<file path="src/rtl/irq_priority_ctrl.sv">
// -----------------------------------------------------------------------------
// irq_priority_ctrl
//   Three-line priority interrupt controller. Raw lines are synchronized,
//   rising-edge detected and latched as pending requests. A CPU-written mask
//   disables lines without dropping their pending bits. One request at a time
//   is presented to the CPU together with its handler vector; in-service
//   tracking blocks equal/lower lines until the handler returns (eret).
//   Higher index = higher priority.
//
//   Optional feature macro: IRQ_NESTING_EN
//     defined   : a line above the highest in-service line may be requested
//                 (nesting up to 3 deep).
//     undefined : nothing is requested while any line is in service.
//
// Ports:
//   clk         system clock, rising edge
//   rst         synchronous active-high reset
//   irq_in      raw asynchronous interrupt lines (bit i = int i)
//   mask_we     mask register write strobe
//   mask_wdata  new mask value (1 = line disabled)
//   int_ack     CPU entered the handler for int_id (one-cycle pulse)
//   eret        CPU returned from the current handler (one-cycle pulse)
//   int_req     interrupt request to the CPU
//   int_id      index of the requested line
//   int_vector  VEC_BASE + int_id * VEC_STRIDE
//   pending     latched pending bits
//   in_service  in-service bits
//   mask        current mask register
// -----------------------------------------------------------------------------
module irq_priority_ctrl #(
    parameter logic [31:0] VEC_BASE   = 32'h0000_3000,
    parameter logic [31:0] VEC_STRIDE = 32'h0000_0040
) (
    input  logic        clk,
    input  logic        rst,
    input  logic [2:0]  irq_in,
    input  logic        mask_we,
    input  logic [2:0]  mask_wdata,
    input  logic        int_ack,
    input  logic        eret,
    output logic        int_req,
    output logic [1:0]  int_id,
    output logic [31:0] int_vector,
    output logic [2:0]  pending,
    output logic [2:0]  in_service,
    output logic [2:0]  mask
);

    localparam logic [0:0] ST_IDLE = 1'b0;
    localparam logic [0:0] ST_REQ  = 1'b1;

    // One-hot decode of a line index; out-of-range index selects nothing.
    function automatic logic [2:0] line_onehot(input logic [1:0] id);
        logic [2:0] oh;
        case (id)
            2'd0:    oh = 3'b001;
            2'd1:    oh = 3'b010;
            2'd2:    oh = 3'b100;
            default: oh = 3'b000;
        endcase
        return oh;
    endfunction

    // Clears the highest set in-service bit (the handler being returned from).
    function automatic logic [2:0] clear_highest(input logic [2:0] v);
        logic [2:0] r;
        if (v[2]) begin
            r = {1'b0, v[1:0]};
        end else if (v[1]) begin
            r = {v[2], 1'b0, v[0]};
        end else begin
            r = {v[2:1], 1'b0};
        end
        return r;
    endfunction

    // Lines allowed to preempt, given the current in-service set.
    function automatic logic [2:0] allowed_lines(input logic [2:0] isv);
        logic [2:0] a;
`ifdef IRQ_NESTING_EN
        if (isv[2]) begin
            a = 3'b000;
        end else if (isv[1]) begin
            a = 3'b100;
        end else if (isv[0]) begin
            a = 3'b110;
        end else begin
            a = 3'b111;
        end
`else
        if (isv != 3'b000) begin
            a = 3'b000;
        end else begin
            a = 3'b111;
        end
`endif
        return a;
    endfunction

    logic [2:0]  sync1_q, sync2_q, prev_q;
    logic [2:0]  pending_q, pending_d;
    logic [2:0]  in_service_q, in_service_d;
    logic [2:0]  mask_q, mask_d;
    logic [0:0]  state_q, state_d;
    logic        int_req_q, int_req_d;
    logic [1:0]  int_id_q, int_id_d;
    logic [31:0] int_vector_q, int_vector_d;

    logic [2:0]  edge_s;
    logic [2:0]  eligible_s;
    logic [1:0]  winner_s;
    logic [2:0]  pend_s;
    logic [2:0]  isv_s;

    assign edge_s     = sync2_q & ~prev_q;
    assign eligible_s = pending_q & ~mask_q & allowed_lines(in_service_q);

    // Highest eligible index wins.
    always_comb begin
        if (eligible_s[2]) begin
            winner_s = 2'd2;
        end else if (eligible_s[1]) begin
            winner_s = 2'd1;
        end else begin
            winner_s = 2'd0;
        end
    end

    // Next-state logic: request FSM, pending/in-service bookkeeping, mask.
    always_comb begin
        state_d      = state_q;
        int_req_d    = int_req_q;
        int_id_d     = int_id_q;
        int_vector_d = int_vector_q;
        pend_s       = pending_q;
        // eret is applied before an ack in the same cycle.
        if (eret && (in_service_q != 3'b000)) begin
            isv_s = clear_highest(in_service_q);
        end else begin
            isv_s = in_service_q;
        end
        case (state_q)
            ST_IDLE: begin
                if (eligible_s != 3'b000) begin
                    int_req_d    = 1'b1;
                    int_id_d     = winner_s;
                    int_vector_d = VEC_BASE + (VEC_STRIDE * {30'd0, winner_s});
                    state_d      = ST_REQ;
                end else begin
                    state_d      = ST_IDLE;
                end
            end
            ST_REQ: begin
                // id/vector are frozen here; only an ack releases the request.
                if (int_ack) begin
                    pend_s    = pend_s & ~line_onehot(int_id_q);
                    isv_s     = isv_s | line_onehot(int_id_q);
                    int_req_d = 1'b0;
                    state_d   = ST_IDLE;
                end else begin
                    state_d   = ST_REQ;
                end
            end
            default: begin
                int_req_d = 1'b0;
                state_d   = ST_IDLE;
            end
        endcase
        // A new edge wins over an ack clear of the same line.
        pending_d    = pend_s | edge_s;
        in_service_d = isv_s;
        if (mask_we) begin
            mask_d = mask_wdata;
        end else begin
            mask_d = mask_q;
        end
    end

    // State registers with synchronous reset.
    always_ff @(posedge clk) begin
        if (rst) begin
            sync1_q      <= 3'b000;
            sync2_q      <= 3'b000;
            prev_q       <= 3'b000;
            pending_q    <= 3'b000;
            in_service_q <= 3'b000;
            mask_q       <= 3'b000;
            state_q      <= ST_IDLE;
            int_req_q    <= 1'b0;
            int_id_q     <= 2'd0;
            int_vector_q <= VEC_BASE;
        end else begin
            sync1_q      <= irq_in;
            sync2_q      <= sync1_q;
            prev_q       <= sync2_q;
            pending_q    <= pending_d;
            in_service_q <= in_service_d;
            mask_q       <= mask_d;
            state_q      <= state_d;
            int_req_q    <= int_req_d;
            int_id_q     <= int_id_d;
            int_vector_q <= int_vector_d;
        end
    end

    assign int_req    = int_req_q;
    assign int_id     = int_id_q;
    assign int_vector = int_vector_q;
    assign pending    = pending_q;
    assign in_service = in_service_q;
    assign mask       = mask_q;

endmodule
</file>
<file path="config.mk">
export PLATFORM = sky130hd
export DESIGN_NAME = irq_priority_ctrl
export DESIGN_NICKNAME = d
export VERILOG_FILES = /design/src/rtl/irq_priority_ctrl.sv
export SDC_FILE = /design/constraint.sdc
export NUM_CORES = 1
export LEC_CHECK = 0
export ABC_AREA = 1
export BUFFER_PORTS_ARGS = -buffer_cell sky130_fd_sc_hd__buf_2
export CORE_MARGIN = 3
export CORE_UTILIZATION = 49
export CTS_BUF_LIST = sky130_fd_sc_hd__clkbuf_8
export DETAILED_ROUTE_END_ITERATION = 8
export PLACE_DENSITY_LB_ADDON = 0.05
export SLEW_MARGIN = 5
export SYNTH_ARGS = -nofsm -noshare
export SYNTH_HDL_FRONTEND = slang
export SYNTH_SLANG_ARGS = --single-unit
</file>
<file path="constraint.sdc">
create_clock -name clk -period 3.25 [get_ports clk]
set_clock_uncertainty 0.2 [all_clocks]
set_input_delay 0.325 -clock clk [delete_from_list [all_inputs] [get_ports clk]]
set_output_delay 0.325 -clock clk [all_outputs]
set_load 0.01 [all_outputs]
</file>
Yosys cells after proc, flatten, opt, wreduce, memory -nomap -nowiden

Cells that the tools add are included.

Register bits after elaboration: 54
Input port bits: 11
Output and inout port bits: 44
Word-level logic and storage cells: 50

$add $sub $neg: 1
Equality and inequality tests: 4
Muxes and demuxes: 19
Bitwise gates (word level): 10
Reduce and logical (&&, ||, !) cells: 6

Operator list:

| operator                                       | count |
|---|---|
| 2-to-1 mux 3 bit                               | 8 |
| adder 14 x 8 -> 15 bit (first input constant)  | 1 |
| bitwise AND 3 bit                              | 4 |
| NOT 3 bit                                      | 3 |
| one-hot mux 3 bit (3 select lines)             | 1 |
| 2-to-1 mux 1 bit                               | 6 |
| OR 3 bit                                       | 2 |
| nonzero test 3 bit                             | 2 |
| 2-to-1 mux 2 bit                               | 2 |
| != test 2 bit (second input constant)          | 2 |
| one-hot mux 1 bit (2 select lines)             | 2 |
| AND reduction 2 bit                            | 2 |
| == test 2 x 1 -> 1 bit (second input constant) | 1 |
| == test 2 bit (second input constant)          | 1 |
| logical NOT 2 bit                              | 1 |
| logical AND 1 bit                              | 1 |
| NOT 1 bit                                      | 1 |

Longest topological paths before layout

Gate-level depths: netlist of the first run.

Word-level depth: 9
Mapped depth: 7
Depth with buffers taken out: 7

Worst setup path after synthesis of the first run

No wires, ideal clock.

Path type: register to register
Start point: reg in_service_q[2] (netlist: in_service[2])
End point: reg in_service_q[0] (netlist: in_service[0])
Library setup time: 0.122 ns
Arrival: 0.865 ns
Required time: 2.928 ns
Setup slack: 2.063 ns
Cell stages (with the launch flop): 4
Buffers on the path: 0
Period minus slack after synthesis: 1.187 ns
Cell sequence: dfxtp_1 -> or2_2 -> o21ai_0 -> a21oi_1

Cells in the longest elaborated chain, start to end: 6
Elaborated cells between the ends (all ways): 7
Classes of those cells: 4 x mux; 1 x bitwise; 2 x reduce/logical

RTL lines:

| element                | line | source |
|---|---|---|
| start, declared        | 102  | `logic [2:0] in_service_q, in_service_d;` |
| start signal, assigned | 197  | `in_service_q <= in_service_d;` |
| nonzero test 3 bit     | 137  | `if (eret && (in_service_q != 3'b000)) begin` |
| logical AND 1 bit      | 137  |  |
| 2-to-1 mux 3 bit (*)   | 137  |  |
| OR 3 bit               | 157  | `isv_s = isv_s \| line_onehot(int_id_q);` |
| 2-to-1 mux 3 bit       | 155  | `if (int_ack) begin` |
| 2-to-1 mux 3 bit (*)   | 142  | `case (state_q)` |

Mark *: on every way between the ends. The rest lies on a longest branch, timed or not.
A chain may end at the register's enable or synchronous reset.

Worst setup path after layout of the first run

Start point: reg in_service_q[1] (netlist: in_service[1])
End point: out in_service[1]

RTL lines:

| element       | line | source |
|---|---|---|
| end, declared | 45   | `output logic [2:0] in_service,` |

No word-level cell between the ends.

==> reports/qor.csv, run 1 <==
metric,value,unit
status,completed,
antenna cells,0,
CTS sink cnt,22,
First DRT Iteration DRCs,8,
Cell Int Power,0.474,mW
crit path max-delay cell type,dfxtp_1,
Synth area leader,dfxtp_1,
overall via count from detail_route,718,
final routed DRC violation total,0,
starting density of the core,0.554,
Die Height,51.8,µm
Worst-path clk slew,0.08,ns
# resized after CTS,0,
Reg-to-Reg End,int_vector[7],
final wirelength,1580,µm
CP Buf/Inv Count,1,
aggregate global routing overflow,0,
post-synthesis cell type count,14,
"slowest stage delay, CP",0.41,ns
hold path endpoint,sync1_q[0],
chip width,51.8,µm
"Max FO, Critical Path",4,
most frequent cells in the layout,"conb_1, buf_2, dfxtp_1",
post-layout util,0.595,
post-DR wirelength/cell,8.84,µm
post-route minimum period,1.36,ns
Yosys top cell area share,0.428,
Setup CP Type,flip-flop to primary output,
Psw,0.145,mW
layout cells sized above 1,0.201,
Die ar.,2680,µm²
Sw Share,0.234,
Synth area leaders,"dfxtp_1, buf_4, inv_1",
H-tree depth,1,
Fill cells,188,
Seq. cell area,440,µm²
Max Fclk,737,MHz
CP arrival,0.83,ns
Clock Power Share,0.402,
vias in the first global route,566,
final instance area,1110,µm²
CP startpoint kind,flip-flop,
overall power consumption,0.619,mW
"Hold Violations, Final",0,
Hold Crit Class,input pin to flip-flop,
antenna violations before repair,0,
DP HPWL,1240,µm
MaxCap Viol Count,0,
num rows,15,
Num CTS Buffers,3,
postcts setup bufs,0,
register area share after synthesis,0.428,
"commonest non-fill, non-tap cell in the layout",conb_1,
GRT Resource Usage Total,0.124,
Multi-input gate area,364,µm²
Via-to-Cell Ratio,4.01,
CTS Hold Bufs,0,
Critical Path RT,2.72,ns
CP top delay family,flip-flops,
ANT nets after route,0,
Crit path depth,1,
number of synthesized register bits,22,
maximum VDD drop,0.372,mV
IO buf count,24,
final RePlAce weighted congestion,0.735,
Finish-stage setup viols,0,
hold_sp,irq_in[0],
"Slew Viols, Final",0,
r2r worst-path depth,4,
Tcrit/Tclk final,0.418,
core area,1860,µm²
Syn. warnings,0,
power density cells,559,nW/µm²
post-synthesis to final-layout area growth,7.54,%
synthesized instance count,132,
Sequential Power Share,0.473,
root buffer cell,clkbuf_8,
largest net degree at the start of global routing,18,
CTS tree,done,
worst r2r src,in_service[0],
placed cell area,1030,µm²
first-pass GRT wire length,2380,µm
setup TNS,0,ns
mapped cell area,1030,µm²
unrepaired setup endpoints after global routing,false,
top-level port count,55,
"reg-to-reg slack, setup",2.04,ns
power share of the combinational group,0.125,
"Avg Cell Area, Syn",7.79,µm²
crit end category,primary output,
Pleak,0.596,nW
clk buf depth,2,
worst-path cell chain,buf_2,
clk_lat worst skew,0.26,ns
nets,166,
number of iterations in the first detailed-routing pass,5,
hold depth,3,
-- final cells by class --
cell class,instances,share of cell area
inverters,21,0.0713
multi-input cells,83,0.329
repair buffers,24,0.109
clock buffers,3,0.0373
flip-flops and latches,22,0.398
clock inverters,1,0.0271
well taps,25,0.0283
-- worst reg2reg max path, cell delays in order (launching register included) --
cell	delay, ns
dfxtp_1	0.35
nor3_4	0.26
nand3_2	0.13
nand2_1	0.09
a21oi_1	0.07
-- routing by layer --
| metal | up-vias | share of wire | track usage |
|---|---|---|---|
| li1 | 382 | - | - |
| met1 | 292 | 0.41 | 0.134 |
| met2 | 42 | 0.47 | 0.214 |
| met3 | 2 | 0.11 | 0.0573 |
| met4 | 0 | 0.0044 | 0.0393 |
| met5 | - | 0 | 0 |
-- synth_stat cells --
cell type,instances
nand2_1,11
inv_1,21
conb_1,2
o21ai_0,4
or2_2,1
nor2_1,16
nor3_4,1
nand3_2,1
buf_4,32
nand4_1,2
dfxtp_1,22
a21oi_1,12
buf_2,2
nand3_1,5
-- worst max path at each step --
stage	start	end
final	in_service[1]	in_service[1]
after global routing	in_service[2]	in_service[2]
after CTS	in_service[1]	in_service[1]
after detailed placement	eret	in_service[0]
after global placement	eret	in_service[0]
after floorplan	in_service[2]	in_service[0]
-- power groups by stage --
| stage | clock network (mW) | registers (mW) | logic, mW |
|---|---|---|---|
| 5_1_grt | 0.270 | 0.294 | 0.0894 |
| 6_report | 0.249 | 0.293 | 0.0773 |
| 4_1_cts | 0.257 | 0.293 | 0.0771 |
| 3_3_place_gp | 0 | 0.299 | 0.0756 |
| 3_5_place_dp | 0 | 0.299 | 0.0763 |
| 2_1_floorplan | 0 | 0.303 | 0.0798 |
-- registers in the layout, indices dropped and copies added (netlist names) --
name / flops
pending: 3
state_q: 1
prev_q: 3
sync2_q: 3
in_service: 3
int_req: 1
sync1_q: 3
int_vector: 2
mask: 3
-- cell families after synthesis --
family,count (synthesis),share of synthesized area
other cells,2,0.00730
simple gates,37,0.167
buf+inv,55,0.320
flops,22,0.428
compound gates,16,0.0779
-- metrics by stage --
| stage | cells | hold WS (ns) | worst slack [ns] |
|---|---|---|---|
| detailed placement | 175 | 0.195 | 1.98 |
| floorplan | 160 | 0.188 | 2.06 |
| global route | 179 | 0.0649 | 1.84 |
| CTS | 179 | 0.0554 | 1.88 |
| global placement | 175 | 0.189 | 2.00 |
| finish | 179 | 0.0644 | 1.89 |
No activity file was read; power rests on OpenSTA's default activity.
==> inputs of run 2 (changes only) <==
- ABC_AREA: 1 -> 0
- CORE_UTILIZATION: 49 -> 45
- clock period: 3.25 -> 1.25 ns (I/O delays scaled with it)
==> reports/qor.csv, run 2 <==
metric,value,unit
overall via count from detail_route,760,
Tcrit/Tclk final,1.36,
antenna violations before repair,0,
overall power consumption,1.66,mW
post-synthesis to final-layout area growth,27.6,%
Commonest cells post-synth,"buf_4, dfxtp_1, nor2b_1",
GRT Resource Usage Total,0.148,
Synth area leader,dfxtp_1,
unrepaired setup endpoints after global routing,true,
clk buf depth,2,
core area,2040,µm²
"count leader, synth",buf_4,
Yosys top cell area share,0.435,
MaxCap Viol Count,0,
CTS sink cnt,22,
final RePlAce weighted congestion,0.724,
CP arrival,1.69,ns
Finish-stage setup viols,4,
"Max FO, Critical Path",2,
failing checks,"hold timing, setup timing",
nets,163,
Cells after DPL,165,
pre-CTS WS,-0.423,ns
Psw,0.377,mW
mapped cell area,1010,µm²
num rows,16,
ys flop type,dfxtp_1,
final wirelength,1950,µm
Clock Power Share,0.393,
Pleak,0.629,nW
ys async rst share,0,
number of synthesized register bits,22,
hold_ws,-0.0402,ns
Setup CP Type,flip-flop to flip-flop,
chip width,53.4,µm
Sequential Power Share,0.457,
register area share after synthesis,0.435,
placed cell area,1110,µm²
Fill cells,189,
CTS tree,done,
"EDFF count, synth",0,
crit end category,flip-flop,
Worst-path clk slew,0.08,ns
aggregate global routing overflow,0,
clk_lat worst skew,0.26,ns
Die ar.,2850,µm²
CTS Hold Bufs,9,
status,"finished, violations left",
antenna cells,0,
top-level port count,55,
most frequent cells in the layout,"conb_1, buf_2, dfxtp_1",
power density cells,1280,nW/µm²
layout cells sized above 1,0.318,
Sw Share,0.228,
"slowest stage delay, CP",0.53,ns
worst r2r src,state_q,
First DRT Iteration DRCs,4,
Critical Path RT,1.25,ns
"Slew Viols, Final",0,
post-synthesis cell type count,19,
synthesized instance count,109,
"Avg Cell Area, Syn",9.29,µm²
CP startpoint kind,flip-flop,
CP Launch Point,state_q,
starting density of the core,0.496,
number of iterations in the first detailed-routing pass,3,
IO buf count,24,
setup ws final,-0.445,ns
Num CTS Buffers,3,
post-DR wirelength/cell,11.0,µm
post-route minimum period,1.69,ns
"Hold Violations, Final",1,
Via-to-Cell Ratio,4.27,
vias in the first global route,693,
Syn. warnings,0,
Synth area leaders,"dfxtp_1, buf_4, nor2b_1",
Max Fclk,590,MHz
worst-path cell chain,"or4_4, or4b_1, o21ai_1",
largest net degree at the start of global routing,24,
first-pass GRT wire length,2970,µm
final instance area,1290,µm²
Finished Layout Cells,178,
power share of the combinational group,0.150,
crit path max-delay cell type,or4_4,
final routed DRC violation total,0,
root buffer cell,clkbuf_8,
hold_sp,rst,
DP HPWL,1360,µm
"commonest non-fill, non-tap cell in the layout",conb_1,
maximum VDD drop,0.941,mV
H-tree depth,1,
Die Height,53.4,µm
ANT nets after route,0,
Cell Int Power,1.28,mW
Hold Crit Class,input pin to flip-flop,
run 2: power groups by stage:
stage	clock network [mW]	registers, mW	logic (mW)
final	0.651	0.758	0.248
after global routing	0.696	0.763	0.274
after CTS	0.675	0.758	0.234
after detailed placement	0	0.772	0.209
after global placement	0	0.772	0.207
after floorplan	0	0.781	0.188
run 2: routing by layer:
metal	up-vias	share of wire	GRT usage	wire [µm]
li1	379	-	-	-
met4	0	0.0041	0.0511	8
met2	29	0.52	0.269	1010
met1	350	0.40	0.154	787
met3	2	0.076	0.0507	148
met5	-	0	0	0
run 2: logic make-up (layout without fill, tap and decap cells):
| kind of cell | after synthesis | count (layout) | synth area share |
|---|---|---|---|
| other | 2 | 30 | 0.00742 |
| AND/OR/NAND/NOR | 33 | 33 | 0.199 |
| flip-flops | 22 | 22 | 0.435 |
| buffers and inverters | 34 | 48 | 0.245 |
| multiplexers | 3 | 3 | 0.0297 |
| AO/OA/AOI/OAI | 15 | 15 | 0.0841 |
run 2: path summary, 6_finish.rpt:
check             slack [ns]  cells after the start             to
setup / recovery       -0.44                      3  int_vector[6]
hold / removal         -0.04                      3  int_vector[6]
setup reg to reg       -0.44                      3  int_vector[6]
hold reg to reg         0.24                      1     sync2_q[1]
run 2: critical path, delay by kind of cell (launching register included):
family	cells	cell delay (ns)
and+or+nand+nor	2	1.03
AOI/OAI and AO/OA	1	0.08
DFF	1	0.32
run 2: timing repair:
item | 4_1_cts | 5_1_grt
pin swaps | 1 | 1
endpoints found under the hold margin | 10 | 1
buffers inserted | 1 | 0
setup endpoints to repair | 7 | 8
gates resized for setup | 4 | 5
run 2: final cells by class:
type                       instances  area (µm²)  share of cell area
multi-input combinational         81         450               0.349
sequential                        22         443               0.343
tap                               27        33.8              0.0262
timing repair buffer              44         293               0.227
clock inverter                     1        30.0              0.0233
clock buffer                       3        41.3              0.0320
run 2: per-stage QoR:
step	utilization	setup TNS [ns]
2_1_floorplan	-	-1.03
3_3_place_gp	0.542	-1.32
3_5_place_dp	0.542	-1.33
4_1_cts	0.623	-1.43
5_1_grt	0.632	-1.78
6_report	0.632	-1.48
